## src/rtl/fetch_decode_queue.sv

```systemverilog
// fetch_decode_queue: DEPTH-entry FIFO carrying {instruction, PC, CPSR flags}
// from fetch to decode with a valid/ready handshake on both sides.
// A flush empties the queue on a taken branch.
// Optional build macro FDQ_PERF_CNT_EN adds saturating stall/full cycle counters.
module fetch_decode_queue #(
    parameter int INSTR_W = 32,
    parameter int PC_W    = 32,
    parameter int FLAG_W  = 4,
    parameter int DEPTH   = 2,
    localparam int CNT_W  = $clog2(DEPTH) + 1
) (
    input  logic               clk,
    input  logic               reset,
    input  logic               in_valid,
    output logic               in_ready,
    input  logic [INSTR_W-1:0] instructionIN,
    input  logic [PC_W-1:0]    pcValIN,
    input  logic [FLAG_W-1:0]  CPSRFlags_In,
    input  logic               flush,
    output logic               out_valid,
    input  logic               out_ready,
    output logic [INSTR_W-1:0] instructionOUT,
    output logic [PC_W-1:0]    pcValOUT,
    output logic [FLAG_W-1:0]  CPSRFlags_OUT,
    output logic [CNT_W-1:0]   occupancy
`ifdef FDQ_PERF_CNT_EN
    ,
    output logic [31:0]        stall_cycles,
    output logic [31:0]        full_cycles
`endif
);

    localparam int PTR_W = CNT_W - 1;
    localparam logic [CNT_W-1:0] FULL_CNT = CNT_W'(DEPTH);

    logic [INSTR_W-1:0] instr_q [DEPTH];
    logic [PC_W-1:0]    pc_q    [DEPTH];
    logic [FLAG_W-1:0]  flags_q [DEPTH];

    logic [PTR_W-1:0] wr_ptr;
    logic [PTR_W-1:0] rd_ptr;
    logic [CNT_W-1:0] count;
    logic             push;
    logic             pop;

    // Handshake status depends only on the stored count, never on the other side.
    assign in_ready  = (count != FULL_CNT);
    assign out_valid = (count != '0);
    assign occupancy = count;

    // Flush blocks both transfers in the cycle it is asserted.
    assign push = in_valid & in_ready & ~flush;
    assign pop  = out_valid & out_ready & ~flush;

    // Head entry presented directly, forced to zero while the queue is empty.
    assign instructionOUT = out_valid ? instr_q[rd_ptr] : '0;
    assign pcValOUT       = out_valid ? pc_q[rd_ptr]    : '0;
    assign CPSRFlags_OUT  = out_valid ? flags_q[rd_ptr] : '0;

    // Queue storage, pointers and count; pointers wrap naturally since DEPTH is a power of two.
    always_ff @(posedge clk or posedge reset) begin
        if (reset) begin
            wr_ptr <= '0;
            rd_ptr <= '0;
            count  <= '0;
            for (int i = 0; i < DEPTH; i++) begin
                instr_q[i] <= '0;
                pc_q[i]    <= '0;
                flags_q[i] <= '0;
            end
        end else if (flush) begin
            wr_ptr <= '0;
            rd_ptr <= '0;
            count  <= '0;
        end else begin
            if (push) begin
                instr_q[wr_ptr] <= instructionIN;
                pc_q[wr_ptr]    <= pcValIN;
                flags_q[wr_ptr] <= CPSRFlags_In;
                wr_ptr          <= wr_ptr + 1'b1;
            end
            if (pop) begin
                rd_ptr <= rd_ptr + 1'b1;
            end
            case ({push, pop})
                2'b10:   count <= count + 1'b1;
                2'b01:   count <= count - 1'b1;
                default: count <= count;
            endcase
        end
    end

`ifdef FDQ_PERF_CNT_EN
    // Saturating event counters; only reset clears them, flush does not.
    always_ff @(posedge clk or posedge reset) begin
        if (reset) begin
            stall_cycles <= '0;
            full_cycles  <= '0;
        end else begin
            if (out_valid && !out_ready && (stall_cycles != '1)) begin
                stall_cycles <= stall_cycles + 1'b1;
            end
            if (in_valid && !in_ready && (full_cycles != '1)) begin
                full_cycles <= full_cycles + 1'b1;
            end
        end
    end
`endif

endmodule

```

## config.mk

```make
export PLATFORM = sky130hd
export DESIGN_NAME = fetch_decode_queue
export DESIGN_NICKNAME = d
export VERILOG_FILES = /design/src/rtl/fetch_decode_queue.sv
export SDC_FILE = /design/constraint.sdc
export NUM_CORES = 1
export LEC_CHECK = 0
export ABC_AREA = 1
export ABC_CLOCK_PERIOD_IN_PS = 7040
export CAP_MARGIN = 15
export CORE_AREA = 5 5 168 170
export CTS_CLUSTER_DIAMETER = 200
export DETAILED_ROUTE_END_ITERATION = 8
export DIE_AREA = 0 0 173 175
export GPL_TIMING_DRIVEN = 0
export PLACE_DENSITY = 0.44
export SETUP_SLACK_MARGIN = 0.2
export SLEW_MARGIN = 20
export SYNTH_ARGS = -nofsm -noshare
export SYNTH_HDL_FRONTEND = slang
export SYNTH_SLANG_ARGS = --single-unit
```

## constraint.sdc

```tcl
create_clock -name clk -period 7.04 [get_ports clk]
set_clock_uncertainty 0.2 [all_clocks]
set_input_delay 1.408 -clock clk [delete_from_list [all_inputs] [get_ports clk]]
set_output_delay 1.408 -clock clk [all_outputs]
set_load 0.05 [all_outputs]
```

==> results.rst, run 1 <==
.. list-table::
   :header-rows: 1

   * - Metric
     - Value
   * - Hold violation count in the final report
     - 0
   * - Hold buffers post-CTS
     - 0
   * - Io pins
     - 145
   * - Final cycle utilization of the critical path
     - 63.44%
   * - Total nets after synthesis
     - 922
   * - Clock root cell
     - sky130_fd_sc_hd__clkbuf_16
   * - Cell-by-cell trace of the critical path
     - nor2_1, clkbuf_1, a21oi_1, clkdlybuf4s50_1
   * - Pin count of the biggest net entering global routing
     - 92
   * - Worst path buffer plus inverter count
     - 2
   * - Chip Width
     - 173 um
   * - Synth-to-Final Area Change
     - 39.02%
   * - Ratio of routed vias to standard cells
     - 4.559
   * - Top cell family by delay on the critical path
     - buffers and inverters
   * - Mapped Cells
     - 849
   * - Final-report setup violation count
     - 0
   * - Initial Utilization
     - 24.59%
   * - Bufs on Longest Clock Path
     - 2
   * - Post-cts gate resize count
     - 0
   * - Final Worst Setup Slack
     - 2.573 ns
   * - Clock tree from TritonCTS
     - yes
   * - Global-route wire length before repair
     - 36.94 mm
   * - Setup TNS Final
     - 0 ns
   * - Outcome
     - complete, no violations
   * - Routed via count
     - 6,237
   * - Post-placement cell count
     - 1,335
   * - Least-Margin Pin Slew
     - 0.8454 ns
   * - Number of levels in the clock H-tree
     - 4
   * - Worst slack after detailed placement
     - 2.952 ns
   * - Post-CTS setup buffer count
     - 0
   * - Vias in the first global route
     - 6,269
   * - Crit Path Class
     - flip-flop to output port
   * - Delay of the slowest cell on the worst path
     - 0.76 ns
   * - Mapped cell area
     - 6535 um^2
   * - Number of input and output port buffers inserted
     - 144
   * - Unique masters post-synth
     - 18
   * - Total length of routed wires
     - 23.55 mm
   * - Nets
     - 1,086
   * - Data arrival time of the critical path
     - 2.86 ns
   * - DP Wirelength
     - 16.17 mm
   * - RD Place Congestion
     - 0.7481
   * - Routed length per placed instance
     - 17.22 um
   * - Worst slew margin
     - 43.64%
   * - Post-layout instance count excluding filler cells
     - 1,368
   * - Synth warn
     - 0
   * - Fill cell instance count of the final layout
     - 2,887
   * - Clock edge transition at the registers on the reported setup and hold paths
     - 0.06 ns
   * - Total number of placement rows
     - 60
   * - ANT nets after route
     - 0
   * - Unrepaired setup endpoints after global routing
     - false
   * - PnR Total Power
     - 2.779 mW
   * - Time the worst path needs with I/O delays and setup
     - 4.467 ns
   * - Cts bufs inserted
     - 17
   * - Cell with the largest stage delay on the worst path
     - sky130_fd_sc_hd__clkdlybuf4s50_1
   * - Die H
     - 175 um
   * - Power density of the placed cells
     - 305.9 nW/um^2
   * - Number of antenna violations at the first check in global routing
     - 3
   * - Clock insertion delay at the later pin of the skew report
     - 0.42 ns
   * - Critical Path Sink Type
     - output port
   * - Upper clock frequency limit
     - 223.9 MHz
   * - Kind of path behind the tightest hold check
     - flip-flop to flip-flop
   * - Required time at the worst-slack endpoint
     - 5.43 ns
   * - # DRC
     - 0
   * - Static leakage power
     - 4.350 nW
   * - Overall routing resource usage
     - 15.59%
   * - Grt ovf
     - 0
   * - Number of flip-flops and latches in the synthesized netlist
     - 140
   * - First drt pass iteration count
     - 5
   * - Detailed router's first-iteration violation count
     - 429
   * - Share of the yosys chip area belonging to registers
     - 53.61%
   * - Critical-path maximum fanout
     - 10
   * - Core Region
     - 26,580 um^2
   * - Max-cap violation count
     - 0
   * - Clk sink count
     - 140
   * - Share of final-layout standard cells stronger than drive strength 1
     - 7.797%
   * - Max rail drop VDD
     - 0.1171 mV
   * - Post-Syn Area per Cell
     - 7.697 um^2
   * - Die area
     - 30,280 um^2
   * - Number of max-slew violations in the final report
     - 0
   * - Worst setup SP type
     - flip-flop
[cells in the mapped netlist]
cell type                  instances  share of area [%]
sky130_fd_sc_hd__inv_1             3               0.17
sky130_fd_sc_hd__inv_2             5               0.29
sky130_fd_sc_hd__clkbuf_1         24                1.4
sky130_fd_sc_hd__nand4_2           1               0.19
sky130_fd_sc_hd__nand2_1         414                 24
sky130_fd_sc_hd__o21ai_0           4               0.31
sky130_fd_sc_hd__nand3_1         137                 10
sky130_fd_sc_hd__buf_2            28                2.1
sky130_fd_sc_hd__nor2_1            5               0.29
sky130_fd_sc_hd__a21oi_1          69                5.3
sky130_fd_sc_hd__buf_4             3               0.34
sky130_fd_sc_hd__buf_1             5               0.29
sky130_fd_sc_hd__nor2_2            1              0.096
sky130_fd_sc_hd__buf_6             4               0.69
sky130_fd_sc_hd__nand2_2           4               0.38
sky130_fd_sc_hd__nand4_1           1              0.096
sky130_fd_sc_hd__dfrtp_1         140                 54
sky130_fd_sc_hd__nor2_4            1               0.17
[layer usage]
metal	vias up	GRT usage, %	routed length (um)
li1	3049	-	-
met1	3001	21.43	11360
met5	-	0	27
met3	25	4.457	1175
met4	4	3.725	329
met2	158	24.38	10660
[logic make-up after synthesis]
family                 share of synthesized area, %
buffers and inverters                         5.303
AND/OR/NAND/NOR                               35.50
flip-flops                                    53.61
AO/OA/AOI/OAI                                 5.591
[flip-flops by register name, summed over array words and instances (netlist names)]
name and flops:
rd_ptr 1, instr_q 64, wr_ptr 1, occupancy 2
flags_q 8, pc_q 64
[cell usage in the layout, fill, tap and decap left out, drive strengths merged]
cell,count
nand3,137
a21oi,69
clkbuf,42
nor2,7
o21ai,4
dfrtp,140
buf,41
clkinvlp,2
clkinv,4
clkdlybuf4s50,144
bufinv,5
nand4,2
inv,11
diode,1
nand2,418
[final timing paths]
kind | endpoint | from | slack, ns | depth (start not counted)
setup / recovery | instructionOUT[28] | occupancy[0] | 2.57 | 4
hold / removal | instr_q[17] | instr_q[17] | 0.27 | 2
setup reg to reg | rd_ptr | occupancy[0] | 5.19 | 4
hold reg to reg | instr_q[17] | instr_q[17] | 0.27 | 2
max in group asynchronous | instr_q[41] | reset | 4.64 | 3
min in group asynchronous | pc_q[22] | reset | 1.19 | 2
[cell type report]
cell class	count	area (um^2)	share of cell area [%]
Multi-Input combinational cell	637	2685	29.56
Timing Repair Buffer	145	1469	16.17
Clock buffer	18	429.2	4.724
Inverter	8	37.54	0.4132
Antenna cell	1	2.502	0.02754
Tap cell	341	426.7	4.696
Clock inverter	14	215.2	2.369
Sequential cell	140	3503	38.56
Buffer	64	316.6	3.484
[power breakdown]
part | internal (mW) | switching [mW] | total [mW]
clock network | 0.631 | 0.369 | 1.00
logic | 0.244 | 0.454 | 0.698
registers | 0.987 | 0.0939 | 1.08
total | 1.86 | 0.917 | 2.78
[metrics by stage]
stage | hold WS, ns | util (%) | area, um^2
after floorplan | 0.2417 | - | 6535
after global placement | 0.2530 | 31.62 | 8403
after detailed placement | 0.2582 | 31.75 | 8438
after CTS | 0.2732 | 34.18 | 9082
after global routing | 0.2877 | 34.19 | 9085
final | 0.2703 | 34.19 | 9085
[worst min-delay path: stages (launching register included)]
cell and delay [ns]:
sky130_fd_sc_hd__dfrtp_1 0.34, sky130_fd_sc_hd__nand2_1 0.05, sky130_fd_sc_hd__nand2_1 0.05
Power figures use the tool's default switching activity.
==> run 2: changes to the inputs <==
--- a/config.mk
+++ b/config.mk
@@ -6,14 +6,14 @@
 export NUM_CORES = 1
 export LEC_CHECK = 0
 export ABC_AREA = 1
-export ABC_CLOCK_PERIOD_IN_PS = 7040
+export ABC_CLOCK_PERIOD_IN_PS = 3700
 export CAP_MARGIN = 15
 export CORE_AREA = 5 5 168 170
 export CTS_CLUSTER_DIAMETER = 200
 export DETAILED_ROUTE_END_ITERATION = 8
 export DIE_AREA = 0 0 173 175
 export GPL_TIMING_DRIVEN = 0
-export PLACE_DENSITY = 0.44
+export PLACE_DENSITY = 0.46
 export SETUP_SLACK_MARGIN = 0.2
 export SLEW_MARGIN = 20
 export SYNTH_ARGS = -nofsm -noshare
==> constraint.sdc (replaced) <==
create_clock -name clk -period 3.7 [get_ports clk]
set_clock_uncertainty 0.2 [all_clocks]
set_input_delay 0.74 -clock clk [delete_from_list [all_inputs] [get_ports clk]]
set_output_delay 0.74 -clock clk [all_outputs]
set_load 0.05 [all_outputs]
==> run 2 against run 1 <==
Effect of this change:
- non-clock buffer count rose by 4
- power rose by 80%
- sequential share of layout area decreased by 0.14 points
- design area increased by 0.37%
- via count fell by 1.2%
- combinational power up 88%
- sequential power grew 91%
- register-to-register slack worse by 3.3 ns
- clock power is 64% higher
- global-route usage fell by 0.10 points
- sequential cell count did not move
- wire length shrank 0.83%
- critical endpoint is now pcValOUT[28]
==> results.rst, run 2 (same netlist as run 1, synthesis figures left out) <==
.. list-table::
   :header-rows: 1

   * - Metric
     - Value
   * - Outcome
     - complete, no violations
   * - Sequential share of power
     - 41.1% (+2.2 points)
   * - Detailed router's first-iteration violation count
     - 401 (-6.5%)
   * - Chip Width
     - 173 um (unchanged)
   * - Pin count of the biggest net entering global routing
     - 32 (-65%)
   * - Reg area
     - 3503 um^2 (unchanged)
   * - Unrepaired setup endpoints after global routing
     - false
   * - Switching component of the power
     - 1.732 mW (+89%)
   * - Required time at the worst-slack endpoint
     - 2.76 ns (-2.67 ns)
   * - Number of input and output port buffers inserted
     - 144 (unchanged)
   * - Clock edge transition at the registers on the reported setup and hold paths
     - 0.06 ns (about the same)
   * - Vias in the first global route
     - 6,295 (+0.41%)
   * - Hold violation count in the final report
     - 0 (unchanged)
   * - Largest registers in the final layout
     - instr_q (64), pc_q (64), flags_q (8)
   * - Critical Path Sink Type
     - output port
   * - Cell with the largest stage delay on the worst path
     - sky130_fd_sc_hd__clkdlybuf4s50_1
   * - Relative contribution of combinational cells to total power
     - 26.1% (+1.0 points)
   * - Critical-path maximum fanout
     - 10 (unchanged)
   * - Max rail drop VDD
     - 0.2307 mV (+97%)
   * - Internal cell power
     - 3.269 mW (+76%)
   * - Commonest cells after routing, fill and taps aside
     - sky130_fd_sc_hd__nand2_1, sky130_fd_sc_hd__dfrtp_1, sky130_fd_sc_hd__nand3_1
   * - PnR Total Power
     - 5.001 mW (+80%)
   * - Core Region
     - 26,580 um^2 (unchanged)
   * - Final-report setup violation count
     - 0 (unchanged)
   * - Final Hold Slack
     - 0.2685 ns (-0.001778 ns)
   * - Static leakage power
     - 4.886 nW (+12%)
   * - Ratio of routed vias to standard cells
     - 4.487 (-1.6%)
   * - Clk sink count
     - 140 (unchanged)
   * - Multi-input logic area
     - 2688 um^2 (about the same)
   * - ANT nets after route
     - 0 (unchanged)
   * - Die H
     - 175 um (unchanged)
   * - Crit Path Class
     - flip-flop to output port
   * - Routed length per placed instance
     - 17.01 um (-1.2%)
   * - Number of antenna violations at the first check in global routing
     - 5 (+2)
   * - Nets
     - 1,090 (+0.37%)
   * - Data arrival time of the critical path
     - 2.46 ns (-0.40 ns)
   * - Power density of the placed cells
     - 548.4 nW/um^2 (+79%)
   * - First drt pass iteration count
     - 5 (unchanged)
   * - Total length of routed wires
     - 23.36 mm (-0.83%)
   * - Worst slew margin
     - 57.67% (+14 points)
   * - Grt ovf
     - 0 (unchanged)
   * - Overall routing resource usage
     - 15.48% (-0.10 points)
   * - Max-cap violation count
     - 0 (unchanged)
   * - Delay of the slowest cell on the worst path
     - 0.83 ns (+0.07 ns)
   * - Final cycle utilization of the critical path
     - 91.84%
   * - Commonest non-fill, non-tap cell in the layout
     - sky130_fd_sc_hd__nand2_1
   * - Routed via count
     - 6,160 (-1.2%)
   * - Time the worst path needs with I/O delays and setup
     - 3.398 ns
   * - Global-route wire length before repair
     - 36.72 mm (-0.58%)
   * - Cts bufs inserted
     - 17 (unchanged)
   * - Bufs on Longest Clock Path
     - 2 (unchanged)
   * - Share of final-layout standard cells stronger than drive strength 1
     - 9.515% (+1.7 points)
   * - Clock power share
     - 32.8% (-3.2 points)
   * - Kind of path behind the tightest hold check
     - flip-flop to flip-flop
   * - Io pins
     - 145 (unchanged)
   * - Least-Margin Pin Slew
     - 0.6350 ns (-0.2105 ns)
   * - Total number of placement rows
     - 60 (unchanged)
   * - Fill cell instance count of the final layout
     - 2,882 (-0.17%)
   * - Synth-to-Final Area Change
     - 39.54%
   * - Layout Utilization
     - 34.31% (+0.13 points)
   * - Net switching share of the total power
     - 34.64% (+1.6 points)
   * - Clock insertion delay at the later pin of the skew report
     - 0.41 ns (about the same)
   * - RD Place Congestion
     - 0.7651 (+2.3%)
   * - DP Wirelength
     - 16.46 mm (+1.8%)
   * - Number of levels in the clock H-tree
     - 4 (unchanged)
   * - Clock root cell
     - sky130_fd_sc_hd__clkbuf_16
   * - Number of max-slew violations in the final report
     - 0 (unchanged)
   * - # DRC
     - 0 (unchanged)
   * - Initial Utilization
     - 24.59% (unchanged)
   * - Worst setup SP type
     - flip-flop
   * - Upper clock frequency limit
     - 294.3 MHz
   * - Post-CTS setup buffer count
     - 0 (unchanged)
   * - Die area
     - 30,280 um^2 (unchanged)
   * - Clock tree from TritonCTS
     - yes
   * - Cell-by-cell trace of the critical path
     - buf_2, inv_2, clkbuf_2, nand2_1, a21oi_1, clkdlybuf4s50_1
## run 2: cell types whose count changed in the layout (fill, tap and decap cells not counted), sizes merged, moves of 2 or more
cell / delta
clkinvlp: +4
dlygate4sd2: +32
clkdlybuf4s50: -56
buf: +4
dlymetal6s2s: +24
inv: -2
bufinv: -4
## run 2: per-stage QoR
stage                     area (um^2)  instances  setup WS (ns)  TNS, ns
after floorplan                  6539        849         0.7759        0
after global placement           8407       1334        -0.5579   -76.78
after detailed placement         8514       1339         0.3270        0
after CTS                        9047       1371        0.02524        0
after global routing             9119       1373         0.2004        0
final                            9119       1373         0.3019        0
## run 2: what timing repair did
action,CTS,global route
setup endpoints to repair,68,30
resized for setup,41,34
hold buffers,0,0
## run 2: metal layers
layer / up-vias / wire, um / GRT usage, %
li1: 3061 / - / -
met1: 2921 / 11350 / 21.25
met2: 151 / 10460 / 24.10
met3: 21 / 1274 / 4.717
met4: 6 / 251 / 3.558
met5: - / 28 / 0
## run 2: power by group through the flow
| stage | logic (mW) | registers (mW) | clock network, mW |
|---|---|---|---|
| 3_3_place_gp | 1.33 | 2.07 | 0 |
| 5_1_grt | 1.45 | 2.10 | 1.76 |
| 3_5_place_dp | 1.36 | 2.08 | 0 |
| 6_report | 1.31 | 2.06 | 1.64 |
| 4_1_cts | 1.33 | 2.05 | 1.70 |
| 2_1_floorplan | 0.886 | 2.04 | 0 |
## run 2: final timing paths
path | from | endpoint | slack, ns | cells past startpoint
max reg2reg | occupancy[0] | instr_q[42] | 1.90 | 6
max in group asynchronous | reset | instr_q[26] | 2.10 | 4
min reg2reg | instr_q[25] | instr_q[25] | 0.27 | 2
min in group asynchronous | reset | pc_q[21] | 0.47 | 2
max | rd_ptr | pcValOUT[28] | 0.30 | 6
min | instr_q[25] | instr_q[25] | 0.27 | 2
## run 2: final cells by class
class | instances | area share [%]
inverter | 8 | 0.3705
timing repair buffer | 149 | 17.21
clock buffer | 19 | 4.857
antenna | 2 | 0.05488
tap | 341 | 4.679
sequential | 140 | 38.42
clock inverter | 13 | 1.290
buffer | 64 | 3.650
multi-input combinational | 637 | 29.47
## run 2: worst max-delay path, delay by kind of cell, from the launching register on
| kind | cells | cell delay [ns] |
|---|---|---|
| buffers and inverters | 4 | 1.43 |
| AND/OR/NAND/NOR | 1 | 0.09 |
| AO/OA/AOI/OAI | 1 | 0.18 |
| flip-flops | 1 | 0.35 |
==> run 3: changes to the inputs <==
--- a/config.mk
+++ b/config.mk
@@ -5,13 +5,12 @@
 export SDC_FILE = /design/constraint.sdc
 export NUM_CORES = 1
 export LEC_CHECK = 0
-export ABC_AREA = 1
 export ABC_CLOCK_PERIOD_IN_PS = 3700
 export CAP_MARGIN = 15
-export CORE_AREA = 5 5 168 170
+export CORE_AREA = 5 5 165 167
 export CTS_CLUSTER_DIAMETER = 200
 export DETAILED_ROUTE_END_ITERATION = 8
-export DIE_AREA = 0 0 173 175
+export DIE_AREA = 0 0 170 172
 export GPL_TIMING_DRIVEN = 0
 export PLACE_DENSITY = 0.46
 export SETUP_SLACK_MARGIN = 0.2
==> run 3 against run 2 <==
Effect of this change:
- cell count fell by 29%
- power rose by 2.5%
- sequential cell count did not move
- worst hold slack improved by 0.014 ns
- core utilization rose by 0.28 points
- non-clock buffer count fell by 35
- wire length fell by 30%
- sequential share of layout area rose by 1.1 points
- die area fell by 3.4%
- area after synthesis fell by 4.1%
- combinational power rose by 5%
- synthesized cell count fell by 45%
- largest power group unchanged
==> results.rst, run 3 <==
.. list-table::
   :header-rows: 1

   * - Metric
     - Value
   * - Ratio of routed vias to standard cells
     - 4.276 (-4.7%)
   * - Commonest non-fill, non-tap cell in the layout
     - sky130_fd_sc_hd__dfrtp_1
   * - # DRC
     - 0 (unchanged)
   * - Io pins
     - 145 (unchanged)
   * - Worst setup SP type
     - flip-flop
   * - Max-cap violation count
     - 0 (unchanged)
   * - Time the worst path needs with I/O delays and setup
     - 3.409 ns (+0.01138 ns)
   * - Most used DFF post-synth
     - sky130_fd_sc_hd__dfrtp_1
   * - Count of inserted antenna diode cells
     - 0 (-2)
   * - Flop-to-flop setup slack
     - 1.34 ns (-0.56 ns)
   * - Most numerous cell types in the synthesized netlist
     - sky130_fd_sc_hd__dfrtp_1, sky130_fd_sc_hd__mux2_2, sky130_fd_sc_hd__nor2_1, sky130_fd_sc_hd__mux2i_1, sky130_fd_sc_hd__mux2_1
   * - Initial Utilization
     - 24.48% (-0.11 points)
   * - Hold buffers post-CTS
     - 0 (unchanged)
   * - PnR Total Power
     - 5.126 mW (+2.5%)
   * - Detailed router's first-iteration violation count
     - 148 (-63%)
   * - ANT nets after route
     - 0 (unchanged)
   * - Grt ovf
     - 0 (unchanged)
   * - RD Place Congestion
     - 0.7010 (-8.4%)
   * - Number of levels in the clock H-tree
     - 4 (unchanged)
   * - Mapped Cells
     - 464 (-45%)
   * - Total nets after synthesis
     - 537 (-42%)
   * - Number of antenna violations at the first check in global routing
     - 1 (-4)
   * - Detailed-routed wire length on met2
     - 7.854 mm (-25%)
   * - Static leakage power
     - 3.793 nW (-22%)
   * - Chip Width
     - 170 um (-1.7%)
   * - Final cycle utilization of the critical path
     - 92.15% (+0.31 points)
   * - Worst slew margin
     - 62.32% (+4.7 points)
   * - Post-Syn Area per Cell
     - 13.51 um^2 (+76%)
   * - Total length of routed wires
     - 16.31 mm (-30%)
   * - Share of the synthesized area in the top cell type
     - 55.88% (+2.3 points)
   * - Proportion of register bits with asynchronous set or reset after synthesis
     - 100.0% (unchanged)
   * - Number of input and output port buffers inserted
     - 144 (unchanged)
   * - Nets
     - 705 (-35%)
   * - Layout Cell Area excl Fill
     - 8861 um^2 (-2.8%)
   * - Number of flip-flops and latches in the synthesized netlist
     - 140 (unchanged)
   * - Routed via count
     - 4,186 (-32%)
   * - Commonest cells after routing, fill and taps aside
     - sky130_fd_sc_hd__dfrtp_1, sky130_fd_sc_hd__clkdlybuf4s50_1, sky130_fd_sc_hd__mux2_2
   * - Largest registers in the final layout
     - instr_q (64), pc_q (64), flags_q (8)
   * - Core Region
     - 25,620 um^2 (-3.6%)
   * - Critical-path maximum fanout
     - 10 (unchanged)
   * - Number of synthesized flops with an enable pin
     - 0 (unchanged)
   * - Unique masters post-synth
     - 24 (+6)
   * - Met3 WL post-DR
     - 717 um (-44%)
   * - Hold violation count in the final report
     - 0 (unchanged)
   * - Routed length per placed instance
     - 16.66 um (-2.1%)
   * - Die H
     - 172 um (-1.7%)
   * - Unrepaired setup endpoints after global routing
     - false
   * - Least-Margin Pin Slew
     - 0.5634 ns (-0.07152 ns)
   * - Pin count of the biggest net entering global routing
     - 34 (+6.3%)
   * - Data arrival time of the critical path
     - 2.47 ns (about the same)
   * - Power density of the placed cells
     - 578.5 nW/um^2 (+5.5%)
   * - Final-report setup violation count
     - 0 (unchanged)
   * - Clk sink count
     - 140 (unchanged)
   * - Clock insertion delay at the later pin of the skew report
     - 0.40 ns (about the same)
   * - Clock tree from TritonCTS
     - yes
   * - Share of final-layout standard cells stronger than drive strength 1
     - 29.04% (+20 points)
   * - Max rail drop VDD
     - 0.2826 mV (+22%)
   * - Overall routing resource usage
     - 11.36% (-4.1 points)
   * - First drt pass iteration count
     - 4 (-1)
   * - Die area
     - 29,240 um^2 (-3.4%)
   * - Final Worst Setup Slack
     - 0.2905 ns (-0.01138 ns)
   * - Uppermost layer routed
     - met5
   * - Vias in the first global route
     - 4,626 (-27%)
   * - Upper clock frequency limit
     - 293.3 MHz (-0.33%)
   * - Number of max-slew violations in the final report
     - 0 (unchanged)
   * - Mapped cell area
     - 6270 um^2 (-4.1%)
   * - Cell types with the largest area share after synthesis
     - sky130_fd_sc_hd__dfrtp_1, sky130_fd_sc_hd__mux2_2, sky130_fd_sc_hd__mux2i_1, sky130_fd_sc_hd__nor2_1, sky130_fd_sc_hd__mux2_1
   * - Required time at the worst-slack endpoint
     - 2.76 ns (about the same)
   * - DP Wirelength
     - 11.75 mm (-29%)
   * - Clock edge transition at the registers on the reported setup and hold paths
     - 0.06 ns (about the same)
   * - Share of the yosys chip area belonging to registers
     - 55.88% (+2.3 points)
   * - Crit Path Class
     - flip-flop to output port
   * - Kind of path behind the tightest hold check
     - flip-flop to flip-flop
   * - Worst slack after detailed placement
     - -0.06127 ns (-0.3882 ns)
   * - Clock root cell
     - sky130_fd_sc_hd__clkbuf_16
   * - Global-route wire length before repair
     - 25.85 mm (-30%)
   * - Synth warn
     - 0 (unchanged)
   * - Total number of placement rows
     - 59 (-1.7%)
   * - Most area-hungry cell type in the Yosys netlist
     - sky130_fd_sc_hd__dfrtp_1
   * - Leading cell type by number of instances after synthesis
     - sky130_fd_sc_hd__dfrtp_1
   * - Outcome
     - complete, no violations
   * - Critical Path Sink Type
     - output port
   * - Cts bufs inserted
     - 17 (unchanged)
   * - Total cell area at the placement stage
     - 8249 um^2 (-3.1%)
   * - Met1 WL
     - 7.512 mm (-34%)
   * - Synth-to-Final Area Change
     - 41.33%
   * - Bufs on Longest Clock Path
     - 2 (unchanged)
==> run 3: per-layer routing <==
| layer | track usage [%] | up-vias |
|---|---|---|
| met2 | 18.71 | 89 |
| met3 | 2.972 | 14 |
| met4 | 3.229 | 2 |
| met1 | 14.85 | 2131 |
| met5 | 0 | - |
| li1 | - | 1950 |
==> run 3: area by class of cell <==
| cell class | count | area, um^2 |
|---|---|---|
| Sequential cell | 140 | 3503 |
| Timing Repair Buffer | 149 | 1568 |
| Tap cell | 335 | 419.2 |
| Inverter | 4 | 18.77 |
| Clock buffer | 20 | 456.7 |
| Clock inverter | 11 | 118.9 |
| Multi-Input combinational cell | 291 | 2604 |
| Buffer | 29 | 172.7 |
| Fill cell | 2542 | 16750 |
==> run 3: logic make-up (layout without fill, tap and decap cells) <==
group	count (synthesis)	after routing	share of synthesized area [%]
flip-flops	140	140	55.88
XOR/XNOR	1	1	0.1397
multiplexers	205	205	35.44
AO/OA/AOI/OAI	8	8	0.7185
buffers and inverters	33	213	2.714
AND/OR/NAND/NOR	77	77	5.109
==> run 3: final timing paths <==
kind                         startpoint  cells after the start               end
setup / recovery                 rd_ptr                      5  CPSRFlags_OUT[2]
hold / removal                 pc_q[42]                      1          pc_q[42]
setup reg to reg           occupancy[1]                      6          pc_q[16]
hold reg to reg                pc_q[42]                      1          pc_q[42]
max in group asynchronous         reset                      5       instr_q[45]
min in group asynchronous         reset                      2          pc_q[52]
==> run 3: worst max-delay path, cell delays in order (launching register included) <==
cell and delay [ns]:
sky130_fd_sc_hd__dfrtp_1 0.32, sky130_fd_sc_hd__clkbuf_2 0.23, sky130_fd_sc_hd__buf_2 0.37, sky130_fd_sc_hd__mux2i_1 0.13, sky130_fd_sc_hd__nor2_1 0.17, sky130_fd_sc_hd__clkdlybuf4s50_1 0.83
==> run 3: power by group <==
part,internal (mW),total (mW),switching [mW]
Sequential,1.91,2.08,0.175
Combinational,0.639,1.37,0.734
Clock,1.02,1.67,0.649
==> run 3: metrics by stage <==
step / TNS, ns / cells / util, % / hold WS, ns
floorplan: 0 / 464 / - / 0.2574
global placement: -34.81 / 943 / 31.75 / 0.2657
detailed placement: -0.4440 / 948 / 32.20 / 0.2740
CTS: 0 / 979 / 34.47 / 0.2868
global route: 0 / 979 / 34.59 / 0.3031
finish: 0 / 979 / 34.59 / 0.2823
==> run 3: repair_timing <==
item	4_1_cts	5_1_grt
setup buffers	0	0
pin swaps	0	0
setup endpoints to repair	69	14
hold endpoints to repair	0	0
gates resized for setup	24	14
